--- src/rtl/ecg_sample_deframer.sv ---
// Reassembles 11-bit ECG samples from two-byte UART frames, buffers them and releases them at a paced rate.
// Optional: define ECG_SEQ_CHECK_EN to build the 3-bit frame sequence checker and seq_err_cnt.
module ecg_sample_deframer #(
  parameter int FIFO_DEPTH = 16,
  parameter int PACE_DIV   = 100000,
  parameter int ERR_CNT_W  = 8
) (
  input  logic                          clk,
  input  logic                          rst,
  input  logic                          ce,
  input  logic [7:0]                    rx_data,
  input  logic                          rx_valid,
  input  logic                          clr_status,
  output logic [10:0]                   ecg_value,
  output logic                          data_valid,
  output logic [$clog2(FIFO_DEPTH):0]   fifo_level,
  output logic                          overflow,
  output logic [ERR_CNT_W-1:0]          frame_err_cnt,
  output logic [ERR_CNT_W-1:0]          seq_err_cnt,
  output logic                          fsm_state
);

  localparam int AW    = $clog2(FIFO_DEPTH);
  localparam int LW    = AW + 1;
  localparam int CNT_W = (PACE_DIV > 1) ? $clog2(PACE_DIV) : 1;

  typedef enum logic {IDLE = 1'b0, HAVE_HI = 1'b1} state_t;

  state_t           state, state_next;
  logic [6:0]       hi7;
  logic             hi_load;
  logic             frame_err_inc;
  logic             assemble;
  logic             is_hi;
  logic [10:0]      sample_in;

  logic [10:0]      mem [FIFO_DEPTH];
  logic [AW-1:0]    wr_ptr, rd_ptr;
  logic             full, empty;
  logic             push_ok, pop, drop;

  logic [CNT_W-1:0] pace_cnt;
  logic             terminal;

  assign fsm_state = state;
  assign is_hi     = rx_data[7];
  assign sample_in = {hi7, rx_data[3:0]};

  // Frame FSM only advances on received bytes; an unexpected byte type counts
  // as a framing error and the stream resyncs on the next H byte.
  always_comb begin
    state_next    = state;
    hi_load       = 1'b0;
    frame_err_inc = 1'b0;
    assemble      = 1'b0;
    if (rx_valid) begin
      case (state)
        IDLE: begin
          if (is_hi) begin
            hi_load    = 1'b1;
            state_next = HAVE_HI;
          end else begin
            frame_err_inc = 1'b1;
          end
        end
        HAVE_HI: begin
          if (is_hi) begin
            frame_err_inc = 1'b1;
            hi_load       = 1'b1;
          end else begin
            assemble   = 1'b1;
            state_next = IDLE;
          end
        end
        default: state_next = IDLE;
      endcase
    end
  end

  always_ff @(posedge clk or posedge rst) begin
    if (rst) begin
      state <= IDLE;
      hi7   <= '0;
    end else begin
      state <= state_next;
      if (hi_load) hi7 <= rx_data[6:0];
    end
  end

  assign terminal = ce && (pace_cnt == CNT_W'(PACE_DIV - 1));
  assign full     = (fifo_level == LW'(FIFO_DEPTH));
  assign empty    = (fifo_level == '0);
  assign pop      = terminal && !empty;
  // A pop in the same cycle frees the slot, so a push into a full FIFO still lands.
  assign push_ok  = assemble && (!full || pop);
  assign drop     = assemble && full && !pop;

  always_ff @(posedge clk or posedge rst) begin
    if (rst) begin
      pace_cnt <= '0;
    end else if (ce) begin
      pace_cnt <= terminal ? '0 : pace_cnt + 1'b1;
    end
  end

  always_ff @(posedge clk) begin
    if (push_ok) mem[wr_ptr] <= sample_in;
  end

  always_ff @(posedge clk or posedge rst) begin
    if (rst) begin
      wr_ptr     <= '0;
      rd_ptr     <= '0;
      fifo_level <= '0;
      ecg_value  <= '0;
      data_valid <= 1'b0;
    end else begin
      data_valid <= pop;
      if (push_ok) wr_ptr <= wr_ptr + 1'b1;
      if (pop) begin
        rd_ptr    <= rd_ptr + 1'b1;
        ecg_value <= mem[rd_ptr];
      end
      case ({push_ok, pop})
        2'b10:   fifo_level <= fifo_level + 1'b1;
        2'b01:   fifo_level <= fifo_level - 1'b1;
        default: fifo_level <= fifo_level;
      endcase
    end
  end

  // Status clear takes priority over any same-cycle increment or overflow.
  always_ff @(posedge clk or posedge rst) begin
    if (rst) begin
      overflow      <= 1'b0;
      frame_err_cnt <= '0;
    end else if (clr_status) begin
      overflow      <= 1'b0;
      frame_err_cnt <= '0;
    end else begin
      if (drop) overflow <= 1'b1;
      if (frame_err_inc && (frame_err_cnt != {ERR_CNT_W{1'b1}}))
        frame_err_cnt <= frame_err_cnt + 1'b1;
    end
  end

`ifdef ECG_SEQ_CHECK_EN
  logic [2:0] seq_expected;
  logic       seq_locked;
  logic [2:0] seq_rx;
  logic       seq_err_inc;

  assign seq_rx      = rx_data[6:4];
  assign seq_err_inc = assemble && seq_locked && (seq_rx != seq_expected);

  // Whether in sequence or not, the next expected value follows the received one.
  always_ff @(posedge clk or posedge rst) begin
    if (rst) begin
      seq_expected <= '0;
      seq_locked   <= 1'b0;
    end else if (assemble) begin
      seq_locked   <= 1'b1;
      seq_expected <= seq_rx + 3'd1;
    end
  end

  always_ff @(posedge clk or posedge rst) begin
    if (rst) begin
      seq_err_cnt <= '0;
    end else if (clr_status) begin
      seq_err_cnt <= '0;
    end else if (seq_err_inc && (seq_err_cnt != {ERR_CNT_W{1'b1}})) begin
      seq_err_cnt <= seq_err_cnt + 1'b1;
    end
  end
`else
  logic unused_seq_bits;
  assign unused_seq_bits = ^rx_data[6:4];
  assign seq_err_cnt     = '0;
`endif

endmodule
--- config.mk ---
export PLATFORM = sky130hd
export DESIGN_NAME = ecg_sample_deframer
export DESIGN_NICKNAME = d
export VERILOG_FILES = /design/src/rtl/ecg_sample_deframer.sv
export SDC_FILE = /design/constraint.sdc
export NUM_CORES = 1
export LEC_CHECK = 0
export CORE_ASPECT_RATIO = 0.8
export CORE_UTILIZATION = 40
export CTS_BUF_LIST = sky130_fd_sc_hd__clkbuf_2
export DETAILED_ROUTE_END_ITERATION = 6
export GPL_TIMING_DRIVEN = 0
export SYNTH_ARGS = -nofsm -noshare
export SYNTH_HDL_FRONTEND = slang
export SYNTH_SLANG_ARGS = --single-unit
--- constraint.sdc ---
create_clock -name clk -period 3.9 [get_ports clk]
set_input_delay 0.78 -clock clk [delete_from_list [all_inputs] [get_ports clk]]
set_output_delay 0.78 -clock clk [all_outputs]
set_load 0.02 [all_outputs]
==> flow_summary.ini <==
[run_status]
outcome = finished, final reports clean

[drt]
wl_per_cell_um = 19.3
drt_wl_total_um = 20300
vias = 5343
dr.pass1.iters = 4
drc = 0
drtAntennaViolNets = 0
viasPerCell = 5.08
drtIter0Drc = 396

[global_route]
grt_max_degree = 31
antenna_found_initial = 1
grt_pass1_vias = 5489
overflow = 0
grt_pass1_wl_um = 31400
grt_usage_pct = 16.8

[die]
ios = 48
die_w_um = 177
rows = 50
die_area_um2 = 25200
initial_utilization_pct = 41.4
coreArea_um2 = 23700
die_height_um = 142

[clock_tree]
post_cts_buffers = 0
numClockSinks = 235
clock_latency_ps = 870
cts_buffers = 58
cts.reportedPaths.clkPinSlew_ps = 100
cts_tree = done
ctsResizeCount = 0
clk_path_buf_depth = 3
hold_buffers = 0
root_buffer = clkbuf_2
htree_num_levels = 2

[yosys]
async_flop_share_pct = 25.1
ys_ff_latch = 235
netlist_area_um2 = 9810
synth_ff_type = edfxtp_1
synth_cell_types = 52
synth_seq_area_share_pct = 68.9
synth_top_area_share_pct = 53.9
synth_cells = 575
synth_edf_count = 176
synth_warnings = 0
synth_area_leaders = edfxtp_1 (54%), dfrtp_1 (15%), mux4_2 (7.6%), mux4_1 (2.9%), mux2_2 (2.2%)
synth_top_cell_by_area = edfxtp_1
avgSynthCellArea_um2 = 17.1

[placement]
placed_cell_area_um2 = 10800
io_buffers = 37
dp_hpwl_um = 13600
place.gp.congestion = 0.764
place_inst = 940

[pwr]
leakage_nw = 4.01
pwr-share-clk_pct = 31.7
p_int_mw = 3.74
p_comb_share_pct = 10.1
p_sw_share_pct = 27.5
p_seq_share_pct = 58.2
p_per_area_nw_per_um2 = 456
peakVddDrop_v = 0.000231
p_sw_mw = 1.42

[sta]
min_period_ps = 3170
maxClockFrequency_ghz = 0.315
clock_skew_ps = 84.8
grt_setup_unrepaired = no
finalSetupViolations = 0
max-slew-margin-rel_pct = 13.1
hold_viol = 0
holdWs_ps = 224
slew_violations = 0
fin_crit_sh_pct = 81.3
tightestPinTransition_ps = 1300

[critical_path]
path_class = reg2reg
critPathRequiredTime_ps = 4340
critical_path.startpoint_type = flip-flop
crit_fanout = 11
timing.rr.end = mem[12][0]
rrSetupSlack_ps = 730
setup.worst_path.start = pace_cnt[12]
r2r_cells = 6
reg2reg_from = pace_cnt[12]
cp.arrival_ps = 3610
endpoint = mem[12][0]
endpoint_kind = flip-flop

[finish]
regArea_um2 = 6760
final.fill_count = 2039
layout.cells.most_common = edfxtp_1
layout_common_cells = edfxtp_1 (176), clkbuf_2 (100), dfrtp_1 (59), nand2_1 (46), clkdlybuf4s50_1 (37)
fin_cells = 1051
final_util_pct = 47.8
layout-drive-gt1-share_pct = 28.9
multiInputGateArea_um2 = 2870
design_area_um2 = 11300
nets = 710
syn_to_final_growth_pct = 15.4

[job]
cap_violations = 0

[worst_hold_path]
min_path_type = in2reg
critical path, stage by stage, from the launching register on:
cell and delay (ps):
dfrtp_1 440, nor4b_2 470, nand3_1 320, nor2_4 210
o21ai_4 170, buf_6 200, nor2_1 980
layer usage:
| metal | vias up | global-route usage, % | share of wire, % |
|---|---|---|---|
| met5 | - | 0 | 0 |
| met4 | 0 | 5.54 | 1.4 |
| met3 | 27 | 3.74 | 5.3 |
| met2 | 142 | 25.6 | 46 |
| met1 | 2704 | 23.8 | 48 |
| li1 | 2470 | - | - |
cells by family (layout without fill, tap and decap cells):
group                      after synthesis  after routing  synth area share [%]
and+or+nand+nor                        134            134                  7.46
other                                    1              9                0.0382
adders and majority gates                9              9                  1.15
xor gates and xnor gates                30             30                  2.68
muxes                                   78             78                  14.2
buffers and inverters                   47            203                  2.92
AOI/OAI and AO/OA                       41             41                  2.63
DFF                                    235            235                  68.9
worst min-delay path by stage:
stage / slack [ps] / to / cells after the start / start
global route: 170 / pace_cnt[0] / 2 / ce
finish: 220 / pace_cnt[0] / 2 / ce
detailed placement: 480 / ecg_value[2] / 2 / ecg_value[2]
global placement: 480 / pace_cnt[16] / 1 / pace_cnt[16]
CTS: 150 / pace_cnt[0] / 2 / ce
floorplan: 450 / pace_cnt[16] / 1 / pace_cnt[16]
per-stage QoR:
step | TNS [ps] | setup WS, ps | power [mW]
final | 0 | 727 | 5.16
after global routing | 0 | 518 | 5.41
after CTS | 0 | 665 | 5.22
after detailed placement | 0 | 375 | 3.58
after global placement | -50250 | -1030 | 3.50
after floorplan | 0 | 576 | 3.33
synth_stat cells (4+ instances only):
library cell / n
a21oi_1: 5
buf_2: 8
inv_1: 11
mux4_1: 11
nor4b_1: 4
edfxtp_1: 176
nand4_1: 9
nor3_1: 10
mux2i_1: 15
clkbuf_1: 10
nor2_1: 26
nand2_1: 46
nand3_1: 13
mux4_2: 33
xnor2_1: 19
buf_6: 4
mux2_2: 19
o21ai_1: 14
xor2_1: 11
dfrtp_1: 59
ha_1: 9
o21ai_0: 13
buf_4: 10
sequential cells by signal, indices dropped and copies added (netlist names), 4 cells and up:
name / flops
ecg_value: 11
frame_err_cnt: 8
wr_ptr: 4
mem: 176
hi7: 7
pace_cnt: 17
rd_ptr: 4
fifo_level: 5
cell type report:
class / instances / share of cell area [%]
Timing Repair Buffer: 46 / 4.11
Buffer: 36 / 2.16
Inverter: 11 / 0.364
Clock buffer: 100 / 4.42
Multi-Input combinational cell: 300 / 25.4
Sequential cell: 235 / 59.7
Clock inverter: 10 / 0.420
Antenna cell: 1 / 0.0221
Tap cell: 312 / 3.45
power by group through the flow:
stage / Sequential, mW / Clock, mW / Combinational [mW]
6_report: 3.00 / 1.64 / 0.521
5_1_grt: 3.03 / 1.81 / 0.570
3_5_place_dp: 3.06 / 0 / 0.522
2_1_floorplan: 3.03 / 0 / 0.301
3_3_place_gp: 3.04 / 0 / 0.460
4_1_cts: 3.00 / 1.69 / 0.524
(Power assumes the default switching activity.)
